## config.mk

```make
export PLATFORM = sky130hd
export DESIGN_NAME = cla_rr_scheduler
export DESIGN_NICKNAME = d
export VERILOG_FILES = /design/src/rtl/cla_rr_scheduler.sv
export SDC_FILE = /design/constraint.sdc
export NUM_CORES = 1
export LEC_CHECK = 0
export BUFFER_PORTS_ARGS = -buffer_cell sky130_fd_sc_hd__clkbuf_2
export CAP_MARGIN = 30
export CORE_UTILIZATION = 42
export CTS_BUF_LIST = sky130_fd_sc_hd__clkbuf_4
export DETAILED_ROUTE_END_ITERATION = 10
export PLACE_DENSITY = 0.79
export SLEW_MARGIN = 20
export SYNTH_ARGS = -nofsm -noshare
export SYNTH_HDL_FRONTEND = slang
export SYNTH_SLANG_ARGS = --single-unit
```

## constraint.sdc

```tcl
create_clock -name clk -period 3.9 [get_ports clk]
set_clock_uncertainty 0.2 [all_clocks]
set_input_delay 0.39 -clock clk [delete_from_list [all_inputs] [get_ports clk]]
set_output_delay 0.39 -clock clk [all_outputs]
set_load 0.005 [all_outputs]
```

## src/rtl/cla_rr_scheduler.sv

```systemverilog
// Round-robin scheduler sharing one 16-bit two-level carry-lookahead adder among NUM_REQ requesters,
// with locked multi-beat chains. Optional per-requester grant counters: define CLA_GRANT_CNT_EN.
module cla_rr_scheduler #(
  parameter int NUM_REQ = 4,
  parameter int WIDTH   = 16,
  parameter int ID_W    = 2
) (
  input  logic                     clk,
  input  logic                     rst_n,
  input  logic [NUM_REQ-1:0]       req_valid,
  output logic [NUM_REQ-1:0]       req_ready,
  input  logic [NUM_REQ*WIDTH-1:0] req_a,
  input  logic [NUM_REQ*WIDTH-1:0] req_b,
  input  logic [NUM_REQ-1:0]       req_cin,
  input  logic [NUM_REQ-1:0]       req_last,
  output logic                     rsp_valid,
  input  logic                     rsp_ready,
  output logic [ID_W-1:0]          rsp_id,
  output logic [WIDTH-1:0]         rsp_sum,
  output logic                     rsp_cout,
  output logic                     rsp_last,
`ifdef CLA_GRANT_CNT_EN
  output logic [NUM_REQ*16-1:0]    grant_cnt,
`endif
  output logic                     dbg_state,
  output logic                     dbg_carry_q,
  output logic [ID_W-1:0]          dbg_rr_ptr
);

  // Handshake: a beat moves on requester i when req_valid[i] && req_ready[i]; a result moves
  // when rsp_valid && rsp_ready. The response register is the only buffer, so a beat is only
  // offered a ready when that register is empty or being drained in the same cycle.

  typedef enum logic {ST_ARB = 1'b0, ST_LOCK = 1'b1} state_t;

  state_t            state_q, state_d;
  logic [ID_W-1:0]   rr_q, owner_q, grant, cand, sel_idx;
  logic              carry_q, found, slot_free, accept;
  logic              sel_cin, sel_last;
  logic [WIDTH-1:0]  sel_a, sel_b;
  logic [WIDTH-1:0]  p, g, c, sum;
  logic [3:0]        gp, gg;
  logic [4:0]        gc;

  assign slot_free = !rsp_valid || rsp_ready;

  // Rotating priority: search starts just after the last granted requester.
  always_comb begin
    found = 1'b0;
    grant = '0;
    cand  = '0;
    for (int off = 1; off <= NUM_REQ; off++) begin
      cand = ID_W'((int'(rr_q) + off) % NUM_REQ);
      if (!found && req_valid[cand]) begin
        grant = cand;
        found = 1'b1;
      end
    end
  end

  always_comb begin
    state_d   = state_q;
    req_ready = '0;
    sel_idx   = grant;
    sel_cin   = 1'b0;
    case (state_q)
      ST_ARB: begin
        sel_idx = grant;
        sel_cin = req_cin[grant];
        if (rst_n && slot_free && found) req_ready[grant] = 1'b1;
      end
      ST_LOCK: begin
        sel_idx = owner_q;
        sel_cin = carry_q;
        if (rst_n && slot_free && req_valid[owner_q]) req_ready[owner_q] = 1'b1;
      end
      default: state_d = ST_ARB;
    endcase
    accept   = |(req_valid & req_ready);
    sel_last = req_last[sel_idx];
    if (accept) begin
      if (state_q == ST_ARB && !sel_last) state_d = ST_LOCK;
      if (state_q == ST_LOCK && sel_last) state_d = ST_ARB;
    end
  end

  always_comb begin
    sel_a = '0;
    sel_b = '0;
    for (int i = 0; i < NUM_REQ; i++) begin
      if (sel_idx == ID_W'(i)) begin
        sel_a = req_a[i*WIDTH +: WIDTH];
        sel_b = req_b[i*WIDTH +: WIDTH];
      end
    end
  end

  // Two-level CLA: 4-bit groups produce group P/G, the PG2C level resolves group carries.
  always_comb begin
    p  = sel_a ^ sel_b;
    g  = sel_a & sel_b;
    gp = '0;
    gg = '0;
    c  = '0;
    for (int k = 0; k < 4; k++) begin
      gp[k] = &p[4*k +: 4];
      gg[k] = g[4*k+3] | (p[4*k+3] & g[4*k+2]) | (p[4*k+3] & p[4*k+2] & g[4*k+1])
            | (p[4*k+3] & p[4*k+2] & p[4*k+1] & g[4*k]);
    end
    gc[0] = sel_cin;
    gc[1] = gg[0] | (gp[0] & sel_cin);
    gc[2] = gg[1] | (gp[1] & gg[0]) | (gp[1] & gp[0] & sel_cin);
    gc[3] = gg[2] | (gp[2] & gg[1]) | (gp[2] & gp[1] & gg[0]) | (gp[2] & gp[1] & gp[0] & sel_cin);
    gc[4] = gg[3] | (gp[3] & gg[2]) | (gp[3] & gp[2] & gg[1]) | (gp[3] & gp[2] & gp[1] & gg[0])
          | (gp[3] & gp[2] & gp[1] & gp[0] & sel_cin);
    for (int k = 0; k < 4; k++) begin
      c[4*k]   = gc[k];
      c[4*k+1] = g[4*k] | (p[4*k] & gc[k]);
      c[4*k+2] = g[4*k+1] | (p[4*k+1] & g[4*k]) | (p[4*k+1] & p[4*k] & gc[k]);
      c[4*k+3] = g[4*k+2] | (p[4*k+2] & g[4*k+1]) | (p[4*k+2] & p[4*k+1] & g[4*k])
               | (p[4*k+2] & p[4*k+1] & p[4*k] & gc[k]);
    end
    sum = p ^ c;
  end

  always_ff @(posedge clk or negedge rst_n) begin
    if (!rst_n) begin
      state_q <= ST_ARB;
      rr_q    <= ID_W'(NUM_REQ - 1);
      owner_q <= '0;
      carry_q <= 1'b0;
    end else begin
      state_q <= state_d;
      if (accept) begin
        carry_q <= gc[4];
        if (state_q == ST_ARB) begin
          rr_q    <= grant;
          owner_q <= grant;
        end
      end
    end
  end

  always_ff @(posedge clk or negedge rst_n) begin
    if (!rst_n) begin
      rsp_valid <= 1'b0;
      rsp_id    <= '0;
      rsp_sum   <= '0;
      rsp_cout  <= 1'b0;
      rsp_last  <= 1'b0;
    end else if (accept) begin
      rsp_valid <= 1'b1;
      rsp_id    <= sel_idx;
      rsp_sum   <= sum;
      rsp_cout  <= gc[4];
      rsp_last  <= sel_last;
    end else if (rsp_ready) begin
      rsp_valid <= 1'b0;
    end
  end

`ifdef CLA_GRANT_CNT_EN
  logic [15:0] cnt_q [NUM_REQ];

  always_ff @(posedge clk or negedge rst_n) begin
    if (!rst_n) begin
      for (int i = 0; i < NUM_REQ; i++) cnt_q[i] <= '0;
    end else begin
      for (int i = 0; i < NUM_REQ; i++) begin
        if (req_valid[i] && req_ready[i] && cnt_q[i] != 16'hFFFF) cnt_q[i] <= cnt_q[i] + 16'd1;
      end
    end
  end

  always_comb begin
    grant_cnt = '0;
    for (int i = 0; i < NUM_REQ; i++) grant_cnt[i*16 +: 16] = cnt_q[i];
  end
`else
  // Grant counters are not built in this configuration.
`endif

  assign dbg_state   = state_q;
  assign dbg_carry_q = carry_q;
  assign dbg_rr_ptr  = rr_q;

endmodule

```

### Word-level counts from Yosys, hierarchy flattened

Index checks and enable logic that the tools add are counted.

* shift operators: 0
* bitwise gates (word level): 123
* add/sub/neg operators: 4
* equality and inequality tests: 3
* reduce and logical (&&, ||, !) cells: 26
* multiply operators: 0
* divide/modulo/power cells: 0
* $lt $le $gt $ge: 9
* muxes and demuxes: 43

Operators by type and width (number)
* $mux 16: 8
* $and 1x1->1: 72
* $or 1x1->1: 46
* $xor 16x16->16: 2
* $lt 2x3->1 const B: 7
* $mux 1: 17
* $and 16x16->16: 1
* $reduce_and 4->1: 4
* $bmux 1 s2: 7
* $logic_and 1x1->1: 10
* $mux 2: 4
* $mux 4: 2
* $pmux 4 s2: 1
* $logic_not 1->1: 5
* $add 2x1->2 const B: 2
* $add 2x2->2 const B: 2
* $and 4x4->4: 1
* $demux 1 s2: 2
* $eq 2x2->1 const B: 2
* $ge 2x1->1 const B: 2
* $pmux 2 s2: 1
* $reduce_and 2->1: 2
* $reduce_bool 2->1: 2
* $reduce_or 4->1: 1
* other kinds (5): 5

* memory bits (read-only): 0
* latch bits: 0
* bits in registers: 26
* logic and storage cells: 216
* bits of input ports: 143
* memories: 0
* memory bits (writable): 0
* output and inout bits: 29

### Depth between registers and ports, before layout

Gate-level depths: netlist of the first run.

* depth after elaboration: 31
* mapped depth: 18
* depth with buffers taken out: 16

### Worst setup path after synthesis of the first run

Ideal clock, no wire load.

* path kind: register -> register
* from: reg rr_q[0], in the netlist dbg_rr_ptr[0]
* to: reg rsp_sum[12]
* setup time: 0.083 ns
* setup slack: -0.451 ns
* arrival time: 4.069 ns
* cell stages (with the launch flop): 18
* required time: 3.617 ns
* period minus slack after synthesis: 4.351 ns
* cells stage by stage: dfstp_2 nand2b_2 a21oi_1 nor4_1 a21o_1 buf_2 buf_2 clkbuf_1 a31oi_1 ha_1 a21o_1 a21o_1 a21oi_1 o21a_1 o21a_1 o21a_1 fa_1 o21ai_0

* word-level cells in the longest chain between the ends: 29
* elaborated cells on any way between the ends: 90

Ends and longest elaborated chain
* start, declared: RTL line 37 `logic [ID_W-1:0] rr_q, owner_q, grant, cand, sel_idx;`
* start signal, assigned: RTL line 129 `rr_q <= ID_W'(NUM_REQ - 1);`
* start signal, assigned: RTL line 137 `rr_q <= grant;`
* $add 2x1->2: RTL line 53 `cand = ID_W'((int'(rr_q) + off) % NUM_REQ);`
* $bmux 1 s2: RTL line 54 `if (!found && req_valid[cand]) begin`
* $mux 1 (not written as such): RTL line 54
* $mux 1: RTL line 54
* $logic_not 1->1: RTL line 54
* $logic_and 1x1->1: RTL line 54
* $mux 1: RTL line 54
* $logic_not 1->1: RTL line 54
* (+11 left out)
* $xor 16x16->16 / $and 16x16->16 (equally long branches): RTL line 100, 101
* $and 1x1->1, on equally long branches: RTL line 107, 108
* $or 1x1->1, or another cell as far along: RTL line 107 `gg[k] = g[4*k+3] | (p[4*k+3] & g[4*k+2]) | (p[4*k+3] & p[4*k+2] & g[4*k+1])`
* $or 1x1->1 / $and 1x1->1 (equally long branches): RTL line 107, 108
* $or 1x1->1: RTL line 108 `| (p[4*k+3] & p[4*k+2] & p[4*k+1] & g[4*k]);`
* $and 1x1->1: RTL line 113 `gc[3] = gg[2] | (gp[2] & gg[1]) | (gp[2] & gp[1] & gg[0]) | (gp[2] & gp[1] & gp[0] & sel_cin);`
* $or 1x1->1 (3 in a row): RTL line 113
* $xor 16x16->16: RTL line 123 `sum = p ^ c;`
* end signal, assigned: RTL line 154 `rsp_sum <= sum;`
* end, declared: RTL line 19 `output logic [WIDTH-1:0] rsp_sum,`

Several ways; a longest one is shown, not always the timed one. The select of a mux whose other input is x is not followed.
A chain may end at the register's enable or synchronous reset.

### Final worst setup path of the first run

* from: reg rr_q[1], in the netlist dbg_rr_ptr[1]
* to: reg rsp_sum[12]

Same word-level chain as after synthesis.

==> results of run 1 <==
registers in the layout, summed over array words and instances, names as in the netlist:
register    flops
dbg_state       1
owner_q         2
rsp_cout        1
rsp_id          2
rsp_valid       1
rsp_sum        16
rsp_last        1
dbg_rr_ptr      2
logic make-up (layout without fill, tap and decap cells):
family | Yosys count | in the layout | share of synthesized area
AO/OA/AOI/OAI | 129 | 129 | 0.2813
XOR/XNOR | 10 | 10 | 0.02758
adder cells (fa/ha/maj) | 21 | 21 | 0.09220
buffers and inverters | 45 | 260 | 0.05595
flip-flops | 26 | 26 | 0.2057
multiplexers | 28 | 28 | 0.09338
AND/OR/NAND/NOR | 159 | 159 | 0.2439
final timing paths:
path	to	slack, ns	cells past startpoint
setup / recovery	rsp_sum[12]	-0.11	17
hold reg to reg	rsp_sum[3]	0.30	2
hold / removal	rsp_valid	0.14	3
min in group asynchronous	rsp_last	0.38	3
max in group asynchronous	dbg_rr_ptr[0]	2.81	3
setup reg to reg	rsp_sum[12]	-0.11	17
worst register-to-register path, delay by kind of cell (launching register included):
kind,cells,cell delay [ns]
compound gates,11,1.92
fa+ha+maj,2,0.78
buf+inv,3,0.41
flops,1,0.58
simple gates,1,0.04
layer usage:
metal	GRT usage	vias to the layer above	part of all wire
li1	-	1950	-
met1	0.3265	1814	0.42
met2	0.4727	183	0.50
met3	0.02493	36	0.053
met4	0.07215	0	0.032
met5	0	-	0
cells in the mapped netlist (all sizes together) (4+ instances only):
| cell | instances | area [um2] |
|---|---|---|
| nand2 | 81 | 304.0 |
| and2 | 30 | 187.7 |
| a211oi | 28 | 222.7 |
| a31oi | 28 | 175.2 |
| dfrtp | 24 | 600.6 |
| clkbuf | 22 | 82.58 |
| o21ai | 21 | 105.1 |
| mux2i | 18 | 180.2 |
| a21oi | 17 | 85.08 |
| ha | 17 | 212.7 |
| inv | 17 | 63.81 |
| nor2 | 13 | 48.80 |
| mux2 | 10 | 116.4 |
| o21a | 9 | 67.56 |
| a21o | 7 | 52.55 |
| nand2b | 7 | 46.30 |
| xor2 | 7 | 61.31 |
| buf | 6 | 31.28 |
| nand4 | 5 | 31.28 |
| fa | 4 | 80.08 |
| nand3 | 4 | 20.02 |
| nor3b | 4 | 41.29 |
cell type report:
type / instances / area [um2] / share of cell area
inverters: 17 / 63.81 / 0.01284
well taps: 99 / 123.9 / 0.02492
repair buffers: 239 / 1506 / 0.3030
clock buffers: 3 / 22.52 / 0.004531
clock inverters: 1 / 30.03 / 0.006041
flip-flops and latches: 26 / 653.1 / 0.1314
multi-input cells: 347 / 2571 / 0.5172
metrics by stage:
| stage | instances | hold slack, ns |
|---|---|---|
| floorplan | 418 | -0.1056 |
| global placement | 713 | 0.2140 |
| detailed placement | 713 | 0.2114 |
| CTS | 720 | 0.1380 |
| global route | 732 | 0.1379 |
| finish | 732 | 0.1446 |
placed cells by master, fill, tap and decap left out, drive strengths merged, types with 4 or more instances in the layout:
cell	count
a21o	7
mux2	10
nand3	4
inv	17
o21ai	21
nand2b	7
nand4	5
buf	65
a21oi	17
mux2i	18
nor3b	4
a211oi	28
clkbuf	176
and2	30
o21a	9
nor2	13
ha	17
nand2	81
xor2	7
dfrtp	24
a31oi	28
fa	4
repair_timing:
item | in CTS | in global routing
pin swaps | 3 | 22
endpoints found under the setup margin | 7 | 12
cloned | 0 | 3
setup buffers | 2 | 9
endpoints found under the hold margin | 24 | 0
hold buffers | 1 | 0
gates resized for setup | 4 | 34
==> impl_metrics.ini, run 1 <==
[outcome]
status = finished with violations
violations = negative setup slack

[floorplanning]
dieArea_mm2 = 0.007912
core_area_mm2 = 0.007292
die_w_um = 88.95
ios = 172
die_h_um = 88.95
initial_core_util = 0.4355
rows = 31

[logic_synthesis]
synth_edf_count = 0
synth_seq_cells = 26
syn-cell-area_mm2 = 0.003176
seq_area_frac_synth = 0.2057
synthDistinctLibCells = 54
ys_warn_count = 0
avgSynthCellArea_um2 = 7.597
netlist_instances = 418
synth_flop_cell = dfrtp_1
syn_nets = 582
async_reset_ff_frac = 1.000

[global_routing]
grt_pass1_vias = 3558
antenna_found_initial = 0
grt_max_degree = 40
grt_pass1_wl_um = 16020
grt-ovfl-total = 0
grtUsageTotal = 0.2591

[timing]
fin_tns_setup_ns = -0.3586
setup_viol = 6
finalWorstSetupSlack_ns = -0.1061
tightest_slew_ns = 0.8968
hold_viol_final = 0
fmaxAchievable_mhz = 249.6
maxSlewViolCount = 0
rsz0062_at_grt = true
period_minus_slack_ns = 4.006
period_share = 1.027
slew_headroom = 0.3999

[critical_path]
critPathRequiredTime_ns = 3.97
endpoint_kind = flip-flop
crit_slowest_cell = dfstp_2
critPathMostFrequentCell = o21a_1
crit_path_max_incr_delay_ns = 0.58
cp-startpoint = dbg_rr_ptr[1]
arrival_ns = 4.07
crit_buf_inv = 3
worst-path-max-fanout = 6
cp_top_family = compound AO/OA/AOI/OAI gates
r2r-start = dbg_rr_ptr[1]
crit_chain = buf_12 -> nor3b_4 -> buf_6 -> a211oi_4 -> a21boi_4 -> buf_12 -> a211oi_4 -> a31oi_2 -> ha_1 -> a21o_1 -> a21o_1 -> a21oi_2 -> o21a_1 -> o21a_1 -> o21a_1 -> fa_2 -> o21ai_2
start_kind = flip-flop
criticalPathCategory = reg2reg

[worst_hold_path]
worstHoldStart = rsp_ready
hp-class = in2reg

[final_layout]
diodes = 0
fillers = 648
drive_above_1_share = 0.4660
num-nets-final = 798
area_delta_synth_final_pct = 56.54
postLayoutCellArea_mm2 = 0.004971
utilization = 0.6817

[clocking]
cts_tree = done
clkSinkCount = 26
cts_inserted_buffers = 3
worstSkewPairLatency_ns = 0.32
htreeDepth = 1
clockRootBuffer = clkbuf_4
clk_transition_reported_paths_ns = 0.15
ctsLongestPathBuffers = 2

[route]
drt-total-wl_um = 11420
drt_iter0_drc = 141
first_pass_iters = 4
wl_per_cell_um = 15.61
num_vias = 3983
drcViolationCount = 0
viasPerCell = 5.441
ant_nets = 0

[place]
post-dp-hpwl_um = 8503
place_congestion = 0.9107
dp_slack_ns = -0.1690
portBuffers = 171
placed_area_mm2 = 0.004598

[run]
drv_cap = 0
Power of run 1 is not shown: default switching activity piles up to over one toggle a cycle in this logic, so the estimate is an artifact.
==> run 2, diff against run 1 <==
BUFFER_PORTS_ARGS = -buffer_cell sky130_fd_sc_hd__buf_4   (was -buffer_cell sky130_fd_sc_hd__clkbuf_2)
CORE_MARGIN = 2   (was unset)
==> run 2 against run 1 <==
The flow now finishes without violations. First-iteration DRC count up 78%. Maximum frequency increased by 2.7%. Worst hold slack worse by 0.014 ns. Worst setup slack better by 0.11 ns. Register-to-register slack better by 0.11 ns. Final area rose by 4.1%. Critical path depth shrank 1. Wire length down 1.7%. Sequential share of layout area fell by 0.51 points.
==> impl_metrics.ini, run 2 (synthesized netlist as in run 1, its figures left out) <==
[timing]
period_minus_slack_ns = 3.900
tightest_slew_ns = 0.8276
fmaxAchievable_mhz = 256.4
setup_viol = 0
slew_headroom = 0.4462
period_share = 0.9999
rsz0062_at_grt = true
whs_ns = 0.1307
finalWorstSetupSlack_ns = 0.0002425
maxSlewViolCount = 0
hold_viol_final = 0
fin_tns_setup_ns = 0

[critical_path]
endpoint_kind = flip-flop
critPathRequiredTime_ns = 3.91
crit_path_max_incr_delay_ns = 0.62
start_kind = flip-flop
crit_buf_inv = 1
critPathMostFrequentCell = o21a_1
crit_slowest_cell = dfstp_2
arrival_ns = 3.91
worst-path-max-fanout = 20
criticalPathCategory = reg2reg
crit_chain = nor3b_4 -> a211o_1 -> o21ai_4 -> buf_12 -> and2_1 -> a211oi_1 -> a31oi_1 -> ha_2 -> a21o_1 -> a21o_1 -> a21oi_2 -> o21a_1 -> o21a_1 -> o21a_1 -> fa_2 -> o21ai_1
cp_top_family = compound AO/OA/AOI/OAI gates

[final_layout]
num-nets-final = 795
layout_commonest_cell = buf_4
final_cell_mix = buf_4 (229), nand2_1 (80), and2_1 (30), a31oi_1 (28), a211oi_1 (26)
largest_reg_flops = 16
area_delta_synth_final_pct = 62.88
postLayoutCellArea_mm2 = 0.005172
seqCellArea_um2 = 653.1
fillers = 599
drive_above_1_share = 0.4349
diodes = 0
largest-register = rsp_sum
multi_input_area_mm2 = 0.002470

[clocking]
cts_inserted_buffers = 3
cts_tree = done
clockRootBuffer = clkbuf_4
htreeDepth = 1
worstSkewPairLatency_ns = 0.34
clk_transition_reported_paths_ns = 0.16
clkSinkCount = 26
ctsLongestPathBuffers = 2

[floorplanning]
initial_core_util = 0.4355
dieArea_mm2 = 0.008272
rows = 31
ios = 172
die_w_um = 90.95
die_h_um = 90.95
core_area_mm2 = 0.007292

[route]
first_pass_iters = 4
drt_iter0_drc = 251
drcViolationCount = 0
wl_per_cell_um = 15.40
ant_nets = 0
viasPerCell = 5.316
num_vias = 3875
drt-total-wl_um = 11230

[global_routing]
grt-ovfl-total = 0
grt_pass1_vias = 3700
grt_max_degree = 36
grt_pass1_wl_um = 17070
antenna_found_initial = 0
grtUsageTotal = 0.2482

[outcome]
status = completed

[place]
post-dp-hpwl_um = 9067
placed_area_mm2 = 0.005034
dp_slack_ns = -0.1876
place_congestion = 0.8806
portBuffers = 171

[run]
drv_cap = 0

[power_and_ir_drop]
power.switching_w = 0.003072
power.density_mw_per_mm2 = 1254
power_frac_clock = 0.030
pwr-share-comb = 0.887
sw_frac_of_total = 0.4738
pwr-share-seq = 0.083
ir_drop_mv = 0.6271
intPower_w = 0.003412
finalPower_w = 0.006484
power.leakage_nw = 2.549

[worst_hold_path]
hp-class = in2reg
==> run 2: power by group through the flow <==
stage	logic [W]	clock network, W	registers, W
final	0.00575	0.000193	0.000538
after CTS	0.00554	0.000195	0.000538
after global routing	0.00632	0.000209	0.000555
after floorplan	0.00344	0	0.000530
after detailed placement	0.00548	0	0.000546
after global placement	0.00535	0	0.000544
==> run 2: area by class of cell <==
type                            instances  area share
Multi-Input combinational cell        349      0.4775
Clock inverter                          1    0.005806
Sequential cell                        26      0.1263
Timing Repair Buffer                  234      0.3498
Tap cell                               99     0.02395
Inverter                               17     0.01234
Clock buffer                            3    0.004354
==> run 2: per-stage QoR <==
stage | util | std cells
floorplan | - | 418
global placement | 0.6903 | 719
detailed placement | 0.6903 | 719
CTS | 0.7025 | 726
global route | 0.7093 | 729
finish | 0.7093 | 729
==> run 2: worst paths after layout <==
| kind | endpoint | cells past startpoint | start | slack (ns) |
|---|---|---|---|---|
| min in group asynchronous | rsp_last | 2 | rst_n | 0.28 |
| setup reg to reg | rsp_sum[12] | 16 | dbg_rr_ptr[1] | 0.0002 |
| hold / removal | rsp_valid | 3 | rsp_ready | 0.13 |
| max in group asynchronous | dbg_rr_ptr[1] | 2 | rst_n | 2.92 |
| hold reg to reg | rsp_sum[3] | 2 | rsp_sum[3] | 0.30 |
| setup / recovery | rsp_sum[12] | 16 | dbg_rr_ptr[1] | 0.0002 |
==> run 2: worst register-to-register path: stages, from the launching register on <==
cell and delay, ns:
dfstp_2 0.62, nor3b_4 0.07, a211o_1 0.28, o21ai_4 0.18, buf_12 0.18, and2_1 0.15, a211oi_1 0.04, a31oi_1 0.28
ha_2 0.27, a21o_1 0.11, a21o_1 0.14, a21oi_2 0.07, o21a_1 0.19, o21a_1 0.15, o21a_1 0.22, fa_2 0.57
o21ai_1 0.06
==> run 2: layer usage <==
metal  up-vias  share of wire  GRT usage
li1       1939              -          -
met3        15          0.061    0.02739
met1      1762           0.43     0.3166
met2       159           0.50     0.4475
met5         -              0          0
met4         0          0.014    0.05808
==> run 2: what timing repair did <==
| action | 4_1_cts | 5_1_grt |
|---|---|---|
| hold buffers | 1 | 0 |
| resized for setup | 2 | 9 |
| pin swaps | 2 | 6 |
| endpoints found under the setup margin | 5 | 11 |
| buffers inserted | 2 | 1 |
| cloned | 0 | 2 |
| hold endpoints to repair | 24 | 0 |
(Power assumes the default switching activity.)
==> run 3, diff against run 2 <==
ABC_AREA = 1   (was unset)
TNS_END_PERCENT = 50   (was unset)
==> run 3 against run 2 <==
The run now ends with negative setup slack left. Non-clock buffer count rose by 40. Die area rose by 0.20%. Critical path depth rose by 10.
==> impl_metrics.ini, run 3 <==
[route]
wl_per_cell_um = 14.70
ant_nets = 0
viasPerCell = 5.232
drcViolationCount = 0
first_pass_iters = 5
drt_iter0_drc = 218
drt-total-wl_um = 12760
num_vias = 4541

[clocking]
clkSinkCount = 26
cts_inserted_buffers = 3
ctsLongestPathBuffers = 2
clockRootBuffer = clkbuf_4
htreeDepth = 1
worstSkewPairLatency_ns = 0.31
cts_tree = done
clk_transition_reported_paths_ns = 0.13

[timing]
tightest_slew_ns = 0.5175
setup_viol = 13
whs_ns = 0.03301
maxSlewViolCount = 0
period_share = 1.139
finalWorstSetupSlack_ns = -0.5405
hold_viol_final = 0
rsz0062_at_grt = true
fmaxAchievable_mhz = 225.2
slew_headroom = 0.6505
period_minus_slack_ns = 4.440

[global_routing]
grt_max_degree = 29
grtUsageTotal = 0.2838
grt_pass1_vias = 4324
antenna_found_initial = 0
grt_pass1_wl_um = 19460
grt-ovfl-total = 0

[critical_path]
worstRegToRegCells = 26
worst-path-max-fanout = 10
critPathRequiredTime_ns = 3.94
criticalPathCategory = reg2reg
crit_buf_inv = 5
crit_path_max_incr_delay_ns = 0.66
ff2ff_setup_slack_ns = -0.54
cp_top_family = compound AO/OA/AOI/OAI gates
r2r-end = rsp_sum[12]
r2r-start = dbg_rr_ptr[0]
critPathMostFrequentCell = nand2_1
arrival_ns = 4.48
start_kind = flip-flop
crit_slowest_cell = dfstp_2
endpoint_kind = flip-flop

[worst_hold_path]
whs_endpoint = rsp_valid
hold_depth = 2
worstHoldStart = rsp_ready
hp-class = in2reg

[final_layout]
diodes = 0
largest-register = rsp_sum
final_cell_mix = buf_4 (261), nand2_1 (179), inv_1 (45), nand3_1 (42), nand2_2 (30)
num-nets-final = 934
drive_above_1_share = 0.4993
largest_reg_flops = 16
area_delta_synth_final_pct = 79.28
postLayoutCellArea_mm2 = 0.005704
layout_commonest_cell = buf_4

[logic_synthesis]
ys_warn_count = 0
seq_area_frac_synth = 0.2053
synth_common_cells = nand2_1 (203), inv_1 (53), nand3_1 (43), dfrtp_1 (24), nor2_1 (18)
synthDistinctLibCells = 48
yosys.area.top_type_share = 0.2395
synth_edf_count = 0
synth_top_area_cell = nand2_1
syn-cell-area_mm2 = 0.003182
netlist_instances = 505
yosysMostFrequentCell = nand2_1
synth_seq_cells = 26
async_reset_ff_frac = 1.000
avgSynthCellArea_um2 = 6.301
ys_top_cells_by_area = nand2_1 (24%), dfrtp_1 (19%), nand3_1 (6.8%)
synth_flop_cell = dfrtp_1
syn_nets = 669

[floorplanning]
core_area_mm2 = 0.007292
die_h_um = 91.04
ios = 172
die_w_um = 91.04
initial_core_util = 0.4363
dieArea_mm2 = 0.008288
rows = 31

[place]
place_congestion = 0.9677
placed_area_mm2 = 0.005097
portBuffers = 171
dp_slack_ns = -0.5659
post-dp-hpwl_um = 9954

[run]
drv_cap = 0

[outcome]
violations = negative setup slack
status = finished with violations
[run 3: final cells by class]
| cell class | instances | area (um2) |
|---|---|---|
| repair inverters | 1 | 8.758 |
| fillers | 550 | 1588 |
| multi-input cells | 404 | 2485 |
| flip-flops and latches | 26 | 653.1 |
| well taps | 99 | 123.9 |
| inverters | 60 | 250.2 |
| repair buffers | 274 | 2157 |
| clock inverters | 1 | 3.754 |
| clock buffers | 3 | 22.52 |
[run 3: cell families (layout without fill, tap and decap cells)]
| group | count (synthesis) | count (layout) | synth area share |
|---|---|---|---|
| AOI/OAI and AO/OA | 78 | 78 | 0.1683 |
| xor gates and xnor gates | 4 | 4 | 0.01101 |
| adders and majority gates | 21 | 21 | 0.09202 |
| buffers and inverters | 75 | 339 | 0.1093 |
| DFF | 26 | 26 | 0.2053 |
| and+or+nand+nor | 301 | 301 | 0.4141 |
[run 3: timing repair]
action,in CTS,in global routing
pin swaps,38,25
gates resized for setup,39,43
setup endpoints to repair,13,13
hold endpoints to repair,24,0
gates cloned,0,1
hold buffers,1,0
buffers inserted,25,10
[run 3: how the worst max path moves through the flow]
stage,startpoint,to,slack [ns],cells after the start
after floorplan,dbg_rr_ptr[1],rsp_sum[8],-0.22,30
after global placement,dbg_rr_ptr[0],rsp_sum[13],-0.40,28
after detailed placement,dbg_rr_ptr[0],rsp_sum[12],-0.57,26
after CTS,dbg_rr_ptr[0],rsp_sum[12],-0.38,26
after global routing,dbg_rr_ptr[0],rsp_sum[12],-0.70,26
final,dbg_rr_ptr[0],rsp_sum[12],-0.54,26
[run 3: metrics by stage]
step	setup TNS [ns]	utilization	instances
4_1_cts	-2.494	0.7488	857
3_3_place_gp	-2.141	0.6990	827
5_1_grt	-7.386	0.7823	868
2_1_floorplan	-0.7358	-	505
3_5_place_dp	-3.604	0.6990	827
6_report	-4.528	0.7823	868
[run 3: layer usage]
metal	part of all wire	vias to the layer above	wire length (um)	GRT usage
li1	-	2185	-	-
met1	0.40	2132	5053	0.3543
met2	0.53	198	6713	0.5154
met3	0.059	26	748	0.02490
met4	0.019	0	247	0.08712
met5	0	-	0	0
Power of run 3 is left out for the same reason.
